[src/rtl/iterative_muldiv_unit.sv]
// Multi-cycle RV32M/RV64M execute unit: shift-add multiply and restoring divide over XLEN iterations.
// Decodes funct3/funct7 itself and reports busy/ready for pipeline stalling.
module iterative_muldiv_unit #(
  parameter int unsigned XLEN  = 32,
  parameter int unsigned CNT_W = $clog2(XLEN + 1)
) (
  input  logic            clk,
  input  logic            reset,
  input  logic            start,
  input  logic [2:0]      funct3,
  input  logic [6:0]      funct7,
  input  logic [XLEN-1:0] operand_a,
  input  logic [XLEN-1:0] operand_b,
  input  logic            flush,
  output logic            ready,
  output logic            busy,
  output logic            done,
  output logic [XLEN-1:0] result,
  output logic            illegal_op
);

  typedef enum logic [1:0] {S_IDLE, S_CALC, S_DONE} state_t;

  state_t            state;
  logic [2:0]        op;
  logic [XLEN-1:0]   operand_m;
  logic [2*XLEN-1:0] acc;
  logic              neg_main;
  logic              neg_rem;
  logic [CNT_W-1:0]  counter;

  logic              div_op, a_signed, b_signed, a_neg, b_neg;
  logic [XLEN-1:0]   a_abs, b_abs;
  logic              div_by_zero, div_overflow, special;
  logic [XLEN-1:0]   special_res;

  logic [XLEN:0]     mul_sum;
  logic [XLEN:0]     div_shift;
  logic [XLEN:0]     div_trial;
  logic [2*XLEN-1:0] acc_next;
  logic [2*XLEN-1:0] prod;
  logic [XLEN-1:0]   quot, remv, final_res;

  // Operand conditioning at acceptance: magnitudes plus recorded result signs.
  always_comb begin
    div_op   = funct3[2];
    a_signed = (funct3 == 3'b001) || (funct3 == 3'b010) ||
               (funct3 == 3'b100) || (funct3 == 3'b110);
    b_signed = (funct3 == 3'b001) || (funct3 == 3'b100) || (funct3 == 3'b110);
    a_neg    = a_signed && operand_a[XLEN-1];
    b_neg    = b_signed && operand_b[XLEN-1];
    a_abs    = a_neg ? -operand_a : operand_a;
    b_abs    = b_neg ? -operand_b : operand_b;

    div_by_zero  = div_op && (operand_b == '0);
    div_overflow = div_op && !funct3[0] && operand_a[XLEN-1] &&
                   (operand_a[XLEN-2:0] == '0) && (operand_b == '1);
    special      = div_by_zero || div_overflow;

    special_res = '0;
    if (div_by_zero)
      special_res = funct3[1] ? operand_a : '1;
    else if (div_overflow)
      special_res = funct3[1] ? '0 : operand_a;
  end

  // One iteration: upper half of acc is the partial product / remainder,
  // lower half is the remaining multiplier / dividend bits (then quotient bits).
  always_comb begin
    mul_sum   = {1'b0, acc[2*XLEN-1:XLEN]} + (acc[0] ? {1'b0, operand_m} : '0);
    div_shift = acc[2*XLEN-1:XLEN-1];
    div_trial = div_shift - {1'b0, operand_m};
    if (op[2]) begin
      if (div_trial[XLEN])
        acc_next = {div_shift[XLEN-1:0], acc[XLEN-2:0], 1'b0};
      else
        acc_next = {div_trial[XLEN-1:0], acc[XLEN-2:0], 1'b1};
    end else begin
      acc_next = {mul_sum, acc[XLEN-1:1]};
    end

    prod = neg_main ? -acc_next : acc_next;
    quot = neg_main ? -acc_next[XLEN-1:0] : acc_next[XLEN-1:0];
    remv = neg_rem  ? -acc_next[2*XLEN-1:XLEN] : acc_next[2*XLEN-1:XLEN];

    case (op)
      3'b000:                 final_res = prod[XLEN-1:0];
      3'b001, 3'b010, 3'b011: final_res = prod[2*XLEN-1:XLEN];
      3'b100, 3'b101:         final_res = quot;
      default:                final_res = remv;
    endcase
  end

  always_ff @(posedge clk) begin
    if (reset) begin
      state      <= S_IDLE;
      ready      <= 1'b1;
      busy       <= 1'b0;
      done       <= 1'b0;
      illegal_op <= 1'b0;
      result     <= '0;
      counter    <= '0;
      op         <= '0;
      operand_m  <= '0;
      acc        <= '0;
      neg_main   <= 1'b0;
      neg_rem    <= 1'b0;
    end else begin
      done       <= 1'b0;
      illegal_op <= 1'b0;
      if (flush) begin
        state   <= S_IDLE;
        ready   <= 1'b1;
        busy    <= 1'b0;
        counter <= '0;
      end else begin
        case (state)
          S_IDLE: begin
            if (start) begin
              if (funct7 != 7'b0000001) begin
                illegal_op <= 1'b1;
              end else begin
                op        <= funct3;
                ready     <= 1'b0;
                busy      <= 1'b1;
                operand_m <= div_op ? b_abs : a_abs;
                acc       <= {{XLEN{1'b0}}, (div_op ? a_abs : b_abs)};
                neg_main  <= a_neg ^ b_neg;
                neg_rem   <= a_neg;
                if (special) begin
                  result  <= special_res;
                  done    <= 1'b1;
                  counter <= '0;
                  state   <= S_DONE;
                end else begin
                  counter <= CNT_W'(XLEN);
                  state   <= S_CALC;
                end
              end
            end
          end
          S_CALC: begin
            acc     <= acc_next;
            counter <= counter - CNT_W'(1);
            if (counter == CNT_W'(1)) begin
              result <= final_res;
              done   <= 1'b1;
              state  <= S_DONE;
            end
          end
          S_DONE: begin
            ready <= 1'b1;
            busy  <= 1'b0;
            state <= S_IDLE;
          end
          default: begin
            ready <= 1'b1;
            busy  <= 1'b0;
            state <= S_IDLE;
          end
        endcase
      end
    end
  end

endmodule
[config.mk]
export PLATFORM = sky130hd
export DESIGN_NAME = iterative_muldiv_unit
export DESIGN_NICKNAME = d
export VERILOG_FILES = /design/src/rtl/iterative_muldiv_unit.sv
export SDC_FILE = /design/constraint.sdc
export NUM_CORES = 1
export LEC_CHECK = 0
export ABC_AREA = 1
export CAP_MARGIN = 10
export CORE_MARGIN = 2
export CORE_UTILIZATION = 36
export CTS_CLUSTER_SIZE = 24
export DETAILED_ROUTE_END_ITERATION = 12
export MAX_ROUTING_LAYER = met4
export PLACE_DENSITY = 0.59
export SYNTH_ARGS = -nofsm -noshare
export SYNTH_HDL_FRONTEND = slang
export SYNTH_SLANG_ARGS = --single-unit
[constraint.sdc]
create_clock -name clk -period 7.2 [get_ports clk]
set_clock_uncertainty 0.2 [all_clocks]
set_input_delay 0.72 -clock clk [delete_from_list [all_inputs] [get_ports clk]]
set_output_delay 0.72 -clock clk [all_outputs]
set_load 0.03 [all_outputs]
# ---- Yosys cells after proc, flatten, opt, wreduce, memory -nomap -nowiden
# Index checks and enable logic that the tools add are counted.
dict set report op_classes {
  reduce_logical 29
  n_mux 44
  add_sub_neg 8
  n_bitwise 6
  n_eq_ne 17
}
# operator count
set ops {}
lappend ops {{32-bit 2-to-1 mux} 15}
lappend ops {{64-bit 2-to-1 mux} 5}
lappend ops {{32-bit negator} 4}
lappend ops {{64-bit case mux with 2 select lines} 1}
lappend ops {{32-bit case mux with 3 select lines} 1}
lappend ops {{64-bit negator} 1}
lappend ops {{32-bit case mux with 2 select lines} 1}
lappend ops {{32-bit by 32-bit adder with 33-bit output} 1}
lappend ops {{33-bit by 32-bit subtractor with 33-bit output} 1}
lappend ops {{32-bit equality test (second input constant)} 1}
lappend ops {{32-bit logical NOT} 1}
lappend ops {{31-bit logical NOT} 1}
lappend ops {{6-bit 2-to-1 mux} 3}
lappend ops {{3-bit equality test (second input constant)} 4}
lappend ops {{6-bit case mux with 2 select lines} 1}
lappend ops {{3-bit by 2-bit equality test with 1-bit output (second input constant)} 3}
lappend ops {{1-bit 2-to-1 mux} 9}
lappend ops {{3-bit AND reduction} 3}
lappend ops {{2-bit 2-to-1 mux} 4}
lappend ops {{2-bit != test (second input constant)} 4}
lappend ops {{4-bit AND reduction} 2}
lappend ops {{1-bit logical AND} 7}
lappend ops {{7-bit by 1-bit != test with 1-bit output (second input constant)} 1}
lappend ops {{3-bit by 1-bit equality test with 1-bit output (second input constant)} 2}
lappend ops {{16 further kinds} 28}
dict set report word_totals {
  output_inout_bits 36
  elab_cells 116
  ff_bits 145
  input_bits 78
}

# ---- Depth between registers and ports, before layout
dict set report logic_depth {
  word_depth 11
  mapped_depth 34
  mapped_depth_nobuf 33
}

# ---- Worst setup path after synthesis
# No wires, ideal clock.
dict set report synth_timing {
  path_kind {register to register}
  from {register acc[31]}
  to {register result[22]}
  setup_ps 117
  slack_ps 3060
  path_buffers 1
  t_arrival_ps 3823
  synth_period_minus_slack_ps 4140
  required_ps 6883
  stages_incl_launch_ff 33
  cell_sequence {dfxtp_1 > inv_1 > ha_1 > inv_1 > fa_1 > nand2_1 > nand2_1 > nand3_1 > nand2_1 > nand2_2 > nand2_4 > nand2_4 > nand3_4 > nand2_4 > buf_12 > nand2_4 > o21ai_4 > ha_1 > nand3_1 > nor2_1 > nand4_1 > nor2_1 > nand4_1 > nor2_1 > nand3_1 > inv_1 > nand3_1 > nand2_1 > nand3b_1 > nand3_1 > nand3_1 > a21oi_1 > nor2_1}
}
dict set report synth_between {
  elab_chain_len 8
  word_cells_on_any_way 12
  classes_between {add/sub (4); mux (8)}
}
# item line_no
set synth_lines {}
lappend synth_lines {{start: declaration} 27} ;# logic [2*XLEN-1:0] acc;
lappend synth_lines {{start signal: assignment} 127} ;# acc <= {{XLEN{1'b0}}, (div_op ? a_abs : b_abs)};
lappend synth_lines {{start signal: assignment} 143} ;# acc <= acc_next;
lappend synth_lines {{33-bit by 32-bit subtractor with 33-bit output} 72} ;# div_trial = div_shift - {1'b0, operand_m};
lappend synth_lines {{64-bit 2-to-1 mux} 74} ;# if (div_trial[XLEN])
lappend synth_lines {{64-bit 2-to-1 mux (*)} 73} ;# if (op[2]) begin
lappend synth_lines {{64-bit negator, or another cell as far along} 82} ;# prod = neg_main ? -acc_next : acc_next;
lappend synth_lines {{64-bit 2-to-1 mux, or another cell as far along} 82}
lappend synth_lines {{32-bit case mux with 3 select lines (*)} 86} ;# case (op)
lappend synth_lines {{32-bit 2-to-1 mux (*)} 145} ;# if (counter == CNT_W'(1)) begin
lappend synth_lines {{32-bit case mux with 2 select lines (*)} 117} ;# case (state)
lappend synth_lines {{end signal: assignment} 131} ;# result <= special_res;
lappend synth_lines {{end signal: assignment} 146} ;# result <= final_res;
lappend synth_lines {{end: declaration} 18} ;# output logic [XLEN-1:0] result,
# Every way passes the cells marked *; elsewhere a longest branch is shown, timed or not. The select of a mux whose other input is x is not followed.
# A chain may end at the register's enable or synchronous reset.

# ---- Worst setup path after layout
dict set report layout_timing {
  from {register operand_m[0]}
  to {register result[28]}
}
dict set report layout_between {
  elab_chain_len 8
  word_cells_on_any_way 14
  classes_between {add/sub (5); mux (9)}
}
# item line_no
set layout_lines {}
lappend layout_lines {{start: declaration} 26} ;# logic [XLEN-1:0] operand_m;
lappend layout_lines {{start signal: assignment} 126} ;# operand_m <= div_op ? b_abs : a_abs;
lappend layout_lines {{33-bit by 32-bit subtractor with 33-bit output or 32-bit 2-to-1 mux (tied branches)} {72, 70}}
lappend layout_lines {{64-bit 2-to-1 mux or 32-bit by 32-bit adder with 33-bit output (tied branches)} {74, 70}}
lappend layout_lines {{64-bit 2-to-1 mux (*)} 73}
lappend layout_lines {{64-bit negator, or another cell as far along} 82}
lappend layout_lines {{64-bit 2-to-1 mux, or another cell as far along} 82}
lappend layout_lines {{32-bit case mux with 3 select lines (*)} 86}
lappend layout_lines {{32-bit 2-to-1 mux (*)} 145}
lappend layout_lines {{32-bit case mux with 2 select lines (*)} 117}
# Marks and branches as above.

==> flow_metrics.tcl <==
set metrics [dict create \
    status "completed" \
    crit_top_cell "nand2_1" \
    tightestPinTransition_ns 1.131 \
    antenna_left 0 \
    finalCriticalPeriod_ns 5.158 \
    finalWirelength_mm 80.87 \
    fin_nets 3456 \
    hold_viol_final 0 \
    coreArea_mm2 0.04895 \
    endpoint_kind "register" \
    cts_buffer_depth 2 \
    yosysSeqAreaShare_pct 16.27 \
    critPathMaxFanout 30 \
    cp-start-kind "register" \
    critical_path_class "register to register" \
    start_util_pct 36.45 \
    synth.top_cell.area_share_pct 22.04 \
    synth.avg_cell_area_um2 5.464 \
    clkLatencyLatePin_ns 0.50 \
    rsz0062_at_grt "no" \
    synth_area_leaders "nand2_1, dfxtp_1, inv_1" \
    synthCells 3266 \
    drtIter0Drc 2141 \
    p_sw_share_pct 34.12 \
    pwr_density_cell_mw_per_mm2 104.0 \
    wl_per_cell_um 20.30 \
    floorplan.rows 81 \
    final-max-slew-violation-count 0 \
    p_leak_uw 0.01019 \
    p_sw_uw 713.0 \
    grt_overflow_total 0 \
    synthesis.area_mm2 0.01784 \
    max-vdd-ir-drop_v 0.0001944 \
    p_comb_share_pct 16.1 \
    dp_hpwl_mm 65.57 \
    drc 0 \
    io_pins 114 \
    max_slew_margin_pct 24.36 \
    drt_pass1_iterations 6 \
    numCtsBuffers 17 \
    cts_sinks 145 \
    final_cell_mix "nand2_1, inv_1, nor2_1" \
    cts-resized-gates 0 \
    slowest_stage "dfxtp_1" \
    antenna_found_initial 2 \
    max_stage_delay_ns 0.42 \
    drive_gt1_share_pct 4.882 \
    die_area_mm2 0.05137 \
    place_inst 3950 \
    dieWidth_um 226.6 \
    root_buffer "clkbuf_16" \
    cts_tree "done" \
    grt_pass1_wl_mm 121.5 \
    ys_types 61 \
    portBuffers 113 \
    grt_usage_pct 32.68 \
    fmax_mhz 193.9 \
    seq_power_share_pct 38.4 \
    areaGrowthSynthToFinish_pct 12.60 \
    setup-tns-final_ns 0 \
    finalSetupViolations 0 \
    grt_max_degree 72 \
    final.period_utilization_pct 71.64 \
    drv_cap 0 \
    htree_levels 4 \
    yosys.area.top_type "nand2_1" \
    layout_commonest_cell "nand2_1" \
    synth-edff-count 0 \
    required_ns 7.43 \
    synth_nets 3417 \
    async_reset_ff_share_pct 0 \
    via_per_inst 5.396 \
    num_vias 21490 \
    synth_warnings 0 \
    worstHoldPathType "register to register" \
    fin_cells 3983 \
    die_h_um 226.6 \
    synthFlopType "dfxtp_1" \
    hold_buffers 0 \
    cts_setup_buffers 0 \
    clockPowerShare_pct 45.5 \
    crit_arrival_ns 5.38 \
    p_int_uw 1377 \
    synth-seq-cells 145 \
    clk_pin_slew_ns 0.08 \
    gp_congestion 1.016 \
    grt_pass1_vias 19670 \
]
[layout make-up]
cell class / instances / area (um^2)
multi-input combinational: 2541 / 12690
inverter: 462 / 1734
fill: 5545 / 28860
antenna: 1 / 2.502
clock inverter: 15 / 191.4
timing repair buffer: 138 / 1314
sequential: 145 / 2908
clock buffer: 17 / 425.4
tap: 664 / 830.8
[critical path: cells and delay by family, from the launching register on]
family,cells,cell delay (ns)
flip-flops,1,0.42
AND/OR/NAND/NOR,22,2.93
buffers and inverters,2,0.13
adder cells (fa/ha/maj),3,0.83
AO/OA/AOI/OAI,3,0.54
[worst paths after layout]
| kind | start | to | slack, ns | depth (start not counted) |
|---|---|---|---|---|
| max reg2reg | operand_m[0] | result[28] | 2.04 | 30 |
| min reg2reg | acc[31] | acc[31] | 0.27 | 2 |
| max | operand_m[0] | result[28] | 2.04 | 30 |
| min | acc[31] | acc[31] | 0.27 | 2 |
[sequential cells by signal (all words and copies together), names as in the netlist, 2 cells and up]
name       count
op             3
result        32
operand_m     32
state          2
acc           64
counter        6
[power by group through the flow]
stage | Combinational (uW) | Clock [uW] | Sequential [uW]
2_1_floorplan | 164 | 0 | 822
3_3_place_gp | 326 | 0 | 822
3_5_place_dp | 324 | 0 | 822
4_1_cts | 325 | 968 | 803
5_1_grt | 350 | 992 | 803
6_report | 336 | 952 | 803
[logic make-up (layout without fill, tap and decap cells)]
family,after synthesis,after routing,synth area share (%)
DFF,145,145,16.27
AOI/OAI and AO/OA,568,568,18.03
other,0,1,0
buffers and inverters,580,632,12.68
adders and majority gates,73,73,5.203
and+or+nand+nor,1799,1799,42.86
xor gates and xnor gates,101,101,4.957
[synthesized netlist by cell type (15+ instances only)]
master / n
a21oi_1: 232
a31oi_1: 20
buf_2: 24
clkbuf_1: 76
dfxtp_1: 145
ha_1: 71
inv_1: 447
nand2_1: 1048
nand2_2: 27
nand3_1: 250
nand3b_1: 18
nand4_1: 35
nor2_1: 312
nor2_2: 15
nor3_1: 38
o211ai_1: 29
o21ai_0: 198
o221ai_1: 18
or2_2: 15
xnor2_1: 28
xor2_1: 73
[per-layer routing]
metal | vias up | wire (um) | GRT usage, %
met5 | - | 0 | -
met1 | 9728 | 34780 | 41.81
met4 | 0 | 4090 | 15.87
li1 | 10590 | - | -
met2 | 1005 | 35220 | 49.39
met3 | 175 | 6786 | 6.039
[stage by stage]
step	hold WS [ns]	worst slack, ns	cell area (um^2)	util, %	total power, uW
floorplan	0.2453	3.060	17840	-	986.1
global placement	0.2557	2.143	19470	39.78	1148
detailed placement	0.2567	2.047	19470	39.78	1146
CTS	0.2692	2.142	20090	41.04	2095
global route	0.2904	1.598	20090	41.05	2146
finish	0.2690	2.042	20090	41.05	2090
Note: power is estimated with default switching activity, not from simulation.
